## config.mk

```make
export PLATFORM = sky130hd
export DESIGN_NAME = instr_encoder
export DESIGN_NICKNAME = d
export VERILOG_FILES = /design/src/rtl/instr_encoder.sv
export SDC_FILE = /design/constraint.sdc
export NUM_CORES = 1
export LEC_CHECK = 0
export BUFFER_PORTS_ARGS = -buffer_cell sky130_fd_sc_hd__buf_2
export CELL_PAD_IN_SITES_DETAIL_PLACEMENT = 0
export CELL_PAD_IN_SITES_GLOBAL_PLACEMENT = 1
export CORE_MARGIN = 3
export CORE_UTILIZATION = 36
export CTS_BUF_LIST = sky130_fd_sc_hd__clkbuf_8
export DETAILED_ROUTE_END_ITERATION = 6
export GPL_ROUTABILITY_DRIVEN = 0
export GPL_TIMING_DRIVEN = 0
export PLACE_DENSITY_LB_ADDON = 0.1
export SLEW_MARGIN = 20
export SYNTH_ARGS = -nofsm -noshare
export SYNTH_HDL_FRONTEND = slang
export SYNTH_SLANG_ARGS = --single-unit
```

## constraint.sdc

```tcl
create_clock -name clk -period 2.1 [get_ports clk]
set_input_delay 0.21 -clock clk [delete_from_list [all_inputs] [get_ports clk]]
set_output_delay 0.21 -clock clk [all_outputs]
set_load 0.005 [all_outputs]
```

## src/rtl/instr_encoder.sv

```systemverilog
// Packs MIPS-Lite instruction fields into 32-bit words and streams them into imem.
// Stops on HALT, on an illegal opcode or immediate, or when the last imem word is written.
module instr_encoder #(
  parameter int DATA    = 32,
  parameter int IMMSIZE = 16,
  parameter int ADDR_W  = 10
) (
  input  logic              clk,
  input  logic              rst_n,
  input  logic              start,
  input  logic [ADDR_W-1:0] base_addr,
  input  logic              in_valid,
  output logic              in_ready,
  input  logic [5:0]        in_opcode,
  input  logic [4:0]        in_rs,
  input  logic [4:0]        in_rt,
  input  logic [4:0]        in_rd,
  input  logic [DATA-1:0]   in_imm,
  output logic              imem_we,
  output logic [ADDR_W-1:0] imem_addr,
  output logic [DATA-1:0]   imem_wdata,
  output logic              busy,
  output logic              done,
  output logic              err,
  output logic [1:0]        err_code,
  output logic [ADDR_W-1:0] err_addr,
  output logic [ADDR_W:0]   count
);

  typedef enum logic [1:0] {IDLE, LOAD, DONE, ERR} state_t;

  localparam logic [5:0]        OP_JR     = 6'h10;
  localparam logic [5:0]        OP_HALT   = 6'h11;
  localparam logic [ADDR_W-1:0] LAST_ADDR = '1;

  state_t            state, state_next;
  logic [ADDR_W-1:0] wr_ptr;
  logic              is_r, is_i, is_jr, is_halt, illegal, imm_ok;
  logic              accept, fault, write, full_hit;
  logic [DATA-1:0]   enc_word;

  assign in_ready = (state == LOAD);
  assign busy     = (state == LOAD);

  // An immediate is legal when it survives sign-extension from IMMSIZE bits.
  always_comb begin
    is_r     = (in_opcode <= 6'h0A) && !in_opcode[0];
    is_i     = ((in_opcode <= 6'h0B) && in_opcode[0]) || (in_opcode[5:2] == 4'b0011);
    is_jr    = (in_opcode == OP_JR);
    is_halt  = (in_opcode == OP_HALT);
    illegal  = (in_opcode > OP_HALT);
    imm_ok   = (&in_imm[DATA-1:IMMSIZE-1]) || !(|in_imm[DATA-1:IMMSIZE-1]);
    enc_word = '0;
    if (is_r)
      enc_word = {in_opcode, in_rs, in_rt, in_rd, {(DATA-21){1'b0}}};
    else if (is_i)
      enc_word = {in_opcode, in_rs, in_rt, in_imm[IMMSIZE-1:0]};
    else if (is_jr)
      enc_word = {in_opcode, in_rs, {(DATA-11){1'b0}}};
    else if (is_halt)
      enc_word = {in_opcode, {(DATA-6){1'b0}}};
  end

  assign accept   = in_valid && (state == LOAD);
  assign fault    = accept && (illegal || (is_i && !imm_ok));
  assign write    = accept && !fault;
  assign full_hit = write && !is_halt && (wr_ptr == LAST_ADDR);

  always_ff @(posedge clk) begin
    if (!rst_n) state <= IDLE;
    else        state <= state_next;
  end

  always_comb begin
    state_next = state;
    case (state)
      LOAD: begin
        if (fault)                  state_next = ERR;
        else if (write && is_halt)  state_next = DONE;
        else if (full_hit)          state_next = ERR;
      end
      default: if (start) state_next = LOAD;
    endcase
  end

  // Writes are registered: the word appears one cycle after its bundle is accepted.
  always_ff @(posedge clk) begin
    if (!rst_n) begin
      wr_ptr     <= '0;
      imem_we    <= 1'b0;
      imem_addr  <= '0;
      imem_wdata <= '0;
      done       <= 1'b0;
      err        <= 1'b0;
      err_code   <= 2'b00;
      err_addr   <= '0;
      count      <= '0;
    end else begin
      imem_we <= 1'b0;
      if (state != LOAD && start) begin
        wr_ptr   <= base_addr;
        count    <= '0;
        done     <= 1'b0;
        err      <= 1'b0;
        err_code <= 2'b00;
        err_addr <= '0;
      end else if (fault) begin
        err      <= 1'b1;
        err_code <= illegal ? 2'b01 : 2'b10;
        err_addr <= wr_ptr;
      end else if (write) begin
        imem_we    <= 1'b1;
        imem_addr  <= wr_ptr;
        imem_wdata <= enc_word;
        count      <= count + 1'b1;
        if (is_halt) begin
          done <= 1'b1;
        end else if (full_hit) begin
          err      <= 1'b1;
          err_code <= 2'b11;
          err_addr <= wr_ptr;
        end else begin
          wr_ptr <= wr_ptr + 1'b1;
        end
      end
    end
  end

endmodule

```

* Word-level counts from Yosys, hierarchy flattened
Index checks and enable logic that the tools add are counted.
** Storage, ports and cells
- Input bits :: 67
- Memory bits (read-only) :: 0
- Memory bits (writable) :: 0
- Bits in latches :: 0
- Register bits :: 80
- Memories :: 0
** Cells by class
- Bitwise logic cells :: 3
- $mul :: 0
- $lt $le $gt $ge :: 3
- Eq/ne operators :: 11
- Reductions and logical operators :: 32
- Mux-type cells :: 27
- Add/subtract/negate cells :: 2
- Shifts and indexed selects :: 0
- Div/mod/pow operators :: 0
** Operators with widths (number)
- $mux W32 :: 4
- $mux W10 :: 9
- $mux W2 :: 9
- $reduce_and A17 Y1 :: 1
- $reduce_or A17 Y1 :: 1
- $eq A6 B5 Y1 const B :: 2
- $le A6 B4 Y1 const B :: 2
- $add A11 B1 Y11 const B :: 1
- $add A10 B1 Y10 const B :: 1
- $eq A10 B10 Y1 const B :: 1
- $logic_and A1 B1 Y1 :: 10
- $ne A2 B1 Y1 const B :: 5
- $reduce_and A3 Y1 :: 3
- $reduce_bool A2 Y1 :: 4
- $gt A6 B5 Y1 const B :: 1
- $logic_not A1 Y1 :: 5
- $mux W1 :: 5
- $eq A4 B2 Y1 const B :: 1
- $ne A4 B1 Y1 const B :: 1
- $reduce_and A2 Y1 :: 2
- $reduce_and A4 Y1 :: 1
- $logic_or A1 B1 Y1 :: 3
- $not A1 Y1 :: 3
- $reduce_or A3 Y1 :: 1
- other kinds (2) :: 2

* Logic depth before layout (Yosys ltp)
Gate-level depths: netlist of run 1.
- Depth in word-level cells :: 16
- Depth in mapped cells :: 8

* Least setup slack after synthesis of run 1
No wires, ideal clock.
- Path kind :: register to register
- Start point :: register state[0]
- End point :: register count[9]
- Arrival time :: 1.734 ns
- Stages on the path, launching flop included :: 9
- Slack :: 0.231 ns
- Required time :: 1.965 ns
- Setup time :: 0.135 ns
- Period minus slack after synthesis :: 1.869 ns
- Path through :: dfxtp_1 -> nor2b_1 -> nand2_1 -> nor2_4 -> o21ai_2 -> buf_6 -> buf_2 -> o311ai_0 -> o41ai_1
** Between the ends
- Word-level cells in the longest chain between the ends :: 6
- Elaborated cells between the ends (all ways) :: 10
- Classes of those cells :: eq/ne (2); bitwise (1); reduce/logical (7)
** RTL lines
- start: declaration :: line 36 : state_t state, state_next;
- start signal: assignment :: line 71 : else state <= state_next;
- $eq A2 B1 Y1 *
- net busy :: line 22 : output logic busy,
- $logic_and A1 B1 Y1 * :: line 64 : assign accept = in_valid && (state == LOAD);
- $logic_and A1 B1 Y1 :: line 65 : assign fault = accept && (illegal || (is_i && !imm_ok));
- $logic_not A1 Y1 :: line 66 : assign write = accept && !fault;
- $logic_and A1 B1 Y1 :: line 66
- $reduce_and A2 Y1 (no line) *
- end signal: assignment :: line 115 : count <= count + 1'b1;
- end: declaration :: line 27 : output logic [ADDR_W:0] count
The timed path passes the listed nets; every way through them passes the cells marked *.
A chain may end at the register's enable or synchronous reset.

* Final worst setup path of run 1
- Start point :: register state[0]
- End point :: register count[8]
** Between the ends
- Word-level cells in the longest chain between the ends :: 6
- Elaborated cells between the ends (all ways) :: 10
- Classes of those cells :: eq/ne (2); bitwise (1); reduce/logical (7)
** RTL lines (line)
- $eq A2 B1 Y1 :: 64
- $logic_and A1 B1 Y1 :: 64
- $logic_and A1 B1 Y1 :: 65
- $logic_not A1 Y1 :: 66
- $logic_and A1 B1 Y1 :: 66
- $reduce_and A2 Y1 (no line)
Several ways; a longest one is shown, not always the timed one.

==> summary.md, run 1 <==
| Metric | Value |
|---|---|
| RSZ-0062 raised after global routing | `false` |
| Min Clock Period, post-route | `around 2 ns` |
| Starting Density | `37.7%` |
| Wire length the detailed router placed on met1 | `4990 um` |
| CP Class | `flip-flop to flip-flop` |
| Signal arrival time at the worst endpoint | `2.22 ns` |
| Net count after synthesis | `489` |
| Worst Hold Depth | `3` |
| Maximum vdd ir drop | `0.378 mV` |
| Cell count after placement | `683` |
| Wire length of the first global-routing pass | `between 15,000 and 20,000 um` |
| Total Wirelength | `11,100 um` |
| TritonCTS clock tree | `built` |
| Sum of overflow across all layers after global routing | `0` |
| Path class of the lowest-slack min-delay path | `input port to flip-flop` |
| Final cycle utilization of the critical path | `95.1%` |
| P per Cell Area | `roughly 650 nW/um^2` |
| Die span in x | `105 um` |
| MaxCap Viol Count | `0` |
| Average via count per standard cell | `5.20` |
| Routed wire length per instance | `15.8 um` |
| Nets | `~640` |
| Clk root buf | `clkbuf_8` |
| Metal2 WL | `5230 um` |
| Detailed Route Iter0 Violations | `156` |
| Total half-perimeter wirelength after legalization and detailed placement | `approximately 8400 um` |
| Number of antenna violations at the first check in global routing | `0` |
| Flop2flop setup slack | `a little over 0.1 ns` |
| Netlist cell types | `50` |
| Antenna-violating nets left | `0` |
| End of the worst register-to-register path | `count[8]` |
| Antenna diode instance count | `0` |
| Synthesis warning total | `0` |
| Layout Cell Area excl Fill | `~4600 um^2` |
| Share of synthesized area occupied by flip-flops and latches | `45.1%` |
| Slew margin rel. | `about half` |
| Avg Inst Size Synth | `about 8.5 um^2` |
| Buffers added on ports | `approximately 130` |
| Crit path largest cell delay | `0.38 ns` |
| Post-synthesis to final-layout area growth | `30.9%` |
| Power after layout | `just over 3 mW` |
| Largest net degree at the start of global routing | `14` |
| Post-route setup slack | `0.103 ns` |
| Status | `finished clean` |
| Worst slack, placed | `-0.320 ns` |
| TritonCTS Sinks | `80` |
| Pleak | `approximately 1.9 nW` |
| Fin. Hold Viols | `0` |
| Endpoint kind of the worst setup timing path | `flip-flop` |
| Syn Std Cell Area | `3550 um^2` |
| Number of buffers added by the clock tree synthesis step | `9` |
| Number of design rule violations left after detail routing | `0` |
| Worst min-delay path startpoint | `in_imm[4]` |
| Number of detailed-route iterations in the first pass | `5` |
| Smallest hold slack | `0.102 ns` |
| Maximum number of buffers from clock root to sink | `2` |
| H-tree Lvls | `3` |
| Number of placement rows | `35` |
| Later-pin clock latency in the skew report | `0.35 ns` |
| Worst Path Required | `~2.3 ns` |
| Launch instance of the worst register-to-register path | `state[0]` |
| Core Footprint | `9420 um^2` |
| Largest fanout on the critical path | `10` |
| Buffers & Inverters on Critical Path | `2` |
| Sequence of cells on the critical path | `nor2b_4, nand2_2, nor2_4, o21ai_2, buf_6, buf_2, o311ai_0, o41ai_1` |
| Maximum achievable frequency | `501 MHz` |
| DP Area | `4380 um^2` |
| Overall track demand over capacity in global routing | `19.7%` |
| Endpoint of the worst hold-timing path | `imem_wdata[4]` |
| Crit path depth | `8` |
| Top layer reached by signal wires | `met4` |
| Dominant synthesized flop cell | `dfxtp_1` |
| Cell class contributing the biggest share of worst-path delay | `compound AO/OA/AOI/OAI gates` |
| Final-layout setup total negative slack | `0 ns` |
| Chip Height | `105 um` |
| Share of synthesized flip-flops with an asynchronous set or reset | `0%` |
| IO Count | `137` |
| Transition time at the pin with the least slew margin | `0.751 ns` |
| Final setup viols | `0` |
| Share of the core filled with cells in the final layout | `between 40% and 50%` |
| Clock transition at the registers of the reported paths | `roughly 0.080 ns` |
| Cell depth of the worst flop-to-flop path | `8` |
| Register bit count reported by yosys | `80` |
| Fin Clk Skew | `0.0143 ns` |
| Amount of wire on met3 after detailed routing | `about 740 um` |
| Layout cell share with drive strength beyond 1 | `31.6%` |
| Slowest stage cell, crit path | `o311ai_0` |
| Filler cell count in the final layout | `979` |
| Post-cts hold buffer count | `0` |
| Number of flops mapped to enable cells by yosys | `0` |
| Area enclosed by the die boundary | `11,100 um^2` |
| Instance count of the mapped netlist | `420` |
| Via count of the first global-routing pass | `roughly 3,400` |
| Max Transition Viols Final | `0` |
| Critical Path Source Type | `flip-flop` |
| Total via count in the routed design | `3,644` |
| Cell Count, Final, Fillers Out | `701` |
worst min-delay path, cell delays in order:
cell and delay, ns:
buf_2 0.09, nand3_1 0.05, a21boi_1 0.05
cells in the final DEF (no fill, tap or decap), drive strengths merged, types with 3 or more instances in the layout:
| cell | instances |
|---|---|
| nor2 | 21 |
| or3 | 6 |
| nand2 | 61 |
| nor3b | 6 |
| o41ai | 4 |
| o21ai | 27 |
| or4 | 7 |
| and2 | 4 |
| nand2b | 4 |
| a21oi | 23 |
| a31oi | 8 |
| nor4 | 4 |
| inv | 4 |
| clkbuf | 25 |
| nand4 | 8 |
| and3 | 6 |
| a221oi | 5 |
| a21boi | 35 |
| buf | 151 |
| o31ai | 6 |
| dfxtp | 80 |
| o311ai | 3 |
| nor2b | 4 |
| nand3 | 43 |
final cells by class:
| class | instances | area (um^2) | area share, % |
|---|---|---|---|
| multi-input combinational | 308 | 1820 | 39.3 |
| sequential | 80 | 1600 | 34.5 |
| timing repair buffer | 137 | 706 | 15.2 |
| tap | 129 | 161 | 3.47 |
| buffer | 29 | 145 | 3.12 |
| clock buffer | 10 | 138 | 2.96 |
| clock inverter | 6 | 61.3 | 1.32 |
| inverter | 2 | 7.51 | 0.162 |
how the worst max path moves through the flow:
| stage | start | end | slack, ns |
|---|---|---|---|
| after detailed placement | in_opcode[5] | imem_wdata[20] | -0.32 |
| after global placement | in_opcode[4] | imem_wdata[22] | -0.27 |
| after global routing | state[0] | count[8] | 0.03 |
| after CTS | state[0] | count[8] | 0.02 |
| final | state[0] | count[8] | 0.10 |
| after floorplan | state[0] | count[9] | 0.23 |
layer usage:
metal / vias up / track usage [%]
li1: 1828 / -
met1: 1688 / 26.3
met2: 118 / 31.7
met3: 10 / 4.65
met4: 0 / 5.34
met5: - / 0
registers in the layout, indices dropped and copies added (netlist names):
signal      flops
imem_wdata     32
count          11
err_addr       10
imem_addr      10
wr_ptr         10
err_code        2
state           2
done            1
err             1
imem_we         1
power breakdown:
group,leakage (nW),internal [mW],switching (mW)
Combinational,1.17,0.130,0.169
Clock,0.101,0.576,0.572
Sequential,0.648,1.55,0.0389
Total,1.92,2.25,0.780
synthesized netlist by cell type (2+ instances only):
cell type	count	share of area, %
a211oi_1	2	0.42
a21boi_0	7	1.5
a21boi_1	27	5.7
a21o_1	2	0.42
a21oi_1	22	3.1
a221oi_1	5	1.2
a311oi_1	2	0.49
a31o_2	2	0.49
a31oi_1	8	1.4
and2_1	4	0.70
and3_1	6	1.1
buf_2	8	1.1
buf_4	4	0.85
clkbuf_1	16	1.7
dfxtp_1	80	45
ha_1	2	0.70
inv_1	2	0.21
nand2_1	61	6.5
nand2b_1	4	0.70
nand3_1	43	6.1
nand4_1	8	1.4
nor2_1	20	2.1
nor2b_1	4	0.70
nor3b_1	6	1.3
nor4_1	4	0.70
o21ai_0	26	3.7
o311ai_0	3	0.74
o31ai_1	6	1.3
o41ai_1	3	0.74
or3_1	6	1.1
or4_1	7	1.5
xnor2_1	2	0.49
repair_timing:
action,in CTS,in global routing
pin swaps,0,1
endpoints found under the setup margin,50,52
buffers inserted,0,3
gates resized for setup,3,11
hold endpoints to repair,0,0
logic make-up after synthesis:
family                     count (synthesis)  share of synthesized area, %
and+or+nand+nor                          176                          24.5
adders and majority gates                  2                         0.705
AOI/OAI and AO/OA                        128                          24.9
xor gates and xnor gates                   2                         0.494
buffers and inverters                     32                          4.30
DFF                                       80                          45.1
No activity file was read; power rests on OpenSTA's default activity.
==> inputs of run 2 (changes only) <==
==> constraint.sdc (replaced) <==
create_clock -name clk -period 1.9 [get_ports clk]
set_input_delay 0.095 -clock clk [delete_from_list [all_inputs] [get_ports clk]]
set_output_delay 0.095 -clock clk [all_outputs]
set_load 0.005 [all_outputs]
==> summary.md, run 2 (synthesis gave the netlist of run 1 again) <==
| Metric | Value |
|---|---|
| MaxCap Viol Count | `0 (unchanged)` |
| Largest net degree at the start of global routing | `14 (unchanged)` |
| Starting Density | `37.7% (unchanged)` |
| Fin. Hold Viols | `0 (unchanged)` |
| Detailed Route Iter0 Violations | `164 (was 156)` |
| Path class of the lowest-slack min-delay path | `input port to flip-flop (unchanged)` |
| Maximum vdd ir drop | `0.406 mV (was 0.378 mV)` |
| Transition time at the pin with the least slew margin | `0.620 ns (was 0.751 ns)` |
| Clk root buf | `clkbuf_8 (unchanged)` |
| Crit path largest cell delay | `0.50 ns (was 0.38 ns)` |
| Number of detailed-route iterations in the first pass | `4 (was 5)` |
| Share of the core filled with cells in the final layout | `52.4% (was 49.4%)` |
| Status | `finished clean (unchanged)` |
| Most frequent cells in the layout | `141 x buf_2, 77 x dfxtp_1, 59 x nand2_1, 43 x nand3_1, 27 x a21boi_1 (was 142 x buf_2, 78 x dfxtp_1, 60 x nand2_1, 43 x nand3_1, 27 x a21boi_1)` |
| Cell class contributing the biggest share of worst-path delay | `simple AND/OR/NAND/NOR gates (was compound AO/OA/AOI/OAI gates)` |
| Reg with most FFs | `imem_wdata (unchanged)` |
| Die span in x | `105 um (unchanged)` |
| Cell Count, Final, Fillers Out | `722 (was 701)` |
| Number of placement rows | `35 (unchanged)` |
| Via count of the first global-routing pass | `3,550 (was 3,448)` |
| Filler cell count in the final layout | `966 (was 979)` |
| Critical Path Source Type | `flip-flop (unchanged)` |
| Signal arrival time at the worst endpoint | `2.09 ns (was 2.22 ns)` |
| Antenna diode instance count | `0 (unchanged)` |
| Chip Height | `105 um (unchanged)` |
| Smallest hold slack | `0.0170 ns (was 0.102 ns)` |
| Layout cell share with drive strength beyond 1 | `33.1% (was 31.6%)` |
| Area enclosed by the die boundary | `11,100 um^2 (unchanged)` |
| Top flop regs | `imem_wdata (32), count (11) (unchanged)` |
| Nets | `657 (was 636)` |
| Number of design rule violations left after detail routing | `0 (unchanged)` |
| Fin Clk Skew | `0.0169 ns (was 0.0143 ns)` |
| RSZ-0062 raised after global routing | `true (was false)` |
| Number of buffers added by the clock tree synthesis step | `9 (unchanged)` |
| Total half-perimeter wirelength after legalization and detailed placement | `8360 um (unchanged)` |
| TritonCTS clock tree | `built (unchanged)` |
| Slew margin rel. | `58.5% (was 49.5%)` |
| Clock transition at the registers of the reported paths | `0.09 ns (was 0.08 ns)` |
| Final cycle utilization of the critical path | `95.6% (was 95.1%)` |
| Flip-flop count of the largest register after layout | `32 (unchanged)` |
| Endpoint kind of the worst setup timing path | `flip-flop (unchanged)` |
| Average via count per standard cell | `5.18 (was 5.20)` |
| Largest fanout on the critical path | `10 (unchanged)` |
| Pleak | `2.01 nW (was 1.92 nW)` |
| TritonCTS Sinks | `80 (unchanged)` |
| Wire length of the first global-routing pass | `18,100 um (was 17,600 um)` |
| Number of antenna violations at the first check in global routing | `0 (unchanged)` |
| Overall track demand over capacity in global routing | `20.2% (was 19.7%)` |
| Total via count in the routed design | `3,743 (was 3,644)` |
| DP Area | `4380 um^2 (unchanged)` |
| Cell count after placement | `683 (unchanged)` |
| H-tree Lvls | `3 (unchanged)` |
| Slowest stage cell, crit path | `or4_1 (was o311ai_0)` |
| Min Clock Period, post-route | `1.82 ns (was 2.00 ns)` |
| Core Footprint | `9420 um^2 (unchanged)` |
| Max Transition Viols Final | `0 (unchanged)` |
| Maximum number of buffers from clock root to sink | `2 (unchanged)` |
| Most frequent standard cell in the layout excluding fill and tap cells | `buf_2 (unchanged)` |
| Routed wire length per instance | `15.8 um (about the same)` |
| Later-pin clock latency in the skew report | `0.35 ns (about the same)` |
| Worst Path Required | `2.18 ns (was 2.33 ns)` |
| Buffers added on ports | `134 (unchanged)` |
| Antenna-violating nets left | `0 (unchanged)` |
| Total Wirelength | `11,400 um (was 11,100 um)` |
| Buffers & Inverters on Critical Path | `1 (was 2)` |
| Final setup viols | `0 (unchanged)` |
| Sequence of cells on the critical path | `nor2b_4, nand2_2, nor2_4, o21ai_4, buf_6, or4_1, a21oi_1 (was nor2b_4, nand2_2, nor2_4, o21ai_2, buf_6, buf_2, o311ai_0, o41ai_1)` |
| CP Class | `flip-flop to flip-flop (unchanged)` |
| Layout Cell Area excl Fill | `4930 um^2 (was 4650 um^2)` |
| Sum of overflow across all layers after global routing | `0 (unchanged)` |
| IO Count | `137 (unchanged)` |
| Post-synthesis to final-layout area growth | `38.9% (was 30.9%)` |
| Maximum achievable frequency | `550 MHz (was 501 MHz)` |
| P per Cell Area | `690 nW/um^2 (was 653 nW/um^2)` |
==> run 2: changes by cell type in the layout (fill, tap and decap cells not counted), moves of 2 or more <==
| cell | change |
|---|---|
| dlygate4sd3_1 | +19 |
| buf_4 | +3 |
| nor4_1 | -3 |
| nor4_2 | +3 |
| o31ai_1 | -3 |
| o31ai_2 | +3 |
| dfxtp_4 | +2 |
| o311ai_0 | -2 |
==> run 2: cell type report <==
cell class              count  area (um^2)  area share [%]
clock buffers              10          138            2.79
clock inverters             6         61.3            1.24
flip-flops and latches     80         1610            32.7
repair buffers            158          911            18.5
plain buffers              29          151            3.07
well taps                 129          161            3.27
multi-input cells         308         1890            38.3
inverters                   2         7.51           0.152
==> run 2: metal layers <==
layer / vias up / wire length, um / GRT usage (%)
met5: - / 0 / 0
li1: 1875 / - / -
met4: 0 / 41 / 5.34
met3: 2 / 705 / 4.65
met1: 1754 / 5200 / 26.8
met2: 112 / 5460 / 32.8
==> run 2: power breakdown <==
group | switching (mW) | total [mW] | internal (mW)
Sequential | 0.0446 | 1.75 | 1.71
Clock | 0.633 | 1.27 | 0.637
Combinational | 0.200 | 0.375 | 0.175
Total | 0.878 | 3.40 | 2.52
==> run 2: worst paths after layout <==
| check | startpoint | to | slack (ns) | cells past startpoint |
|---|---|---|---|---|
| max | state[0] | count[5] | 0.08 | 7 |
| min | in_imm[2] | imem_wdata[2] | 0.02 | 3 |
| max reg2reg | state[0] | count[5] | 0.08 | 7 |
| min reg2reg | imem_wdata[8] | imem_wdata[8] | 0.45 | 2 |
==> run 2: worst register-to-register path, stage by stage, from the launching register on <==
cell and delay [ns]:
dfxtp_1 0.34, nor2b_4 0.18, nand2_2 0.13, nor2_4 0.16
o21ai_4 0.11, buf_6 0.17, or4_1 0.50, a21oi_1 0.15
==> run 2: timing repair <==
action | 4_1_cts | 5_1_grt
endpoints found under the hold margin | 19 | 0
hold buffers | 19 | 0
pin swaps | 0 | 6
endpoints found under the setup margin | 77 | 65
gates resized for setup | 14 | 21
buffers inserted | 0 | 5
==> run 2: through the flow <==
step / TNS, ns / power [mW] / worst slack (ns)
2_1_floorplan: 0 / 1.95 / 0.0305
3_3_place_gp: -20.72 / 2.11 / -0.358
3_5_place_dp: -22.93 / 2.11 / -0.405
4_1_cts: -0.0199 / 3.39 / -0.0180
5_1_grt: -0.0805 / 3.53 / -0.0232
6_report: 0 / 3.40 / 0.0828
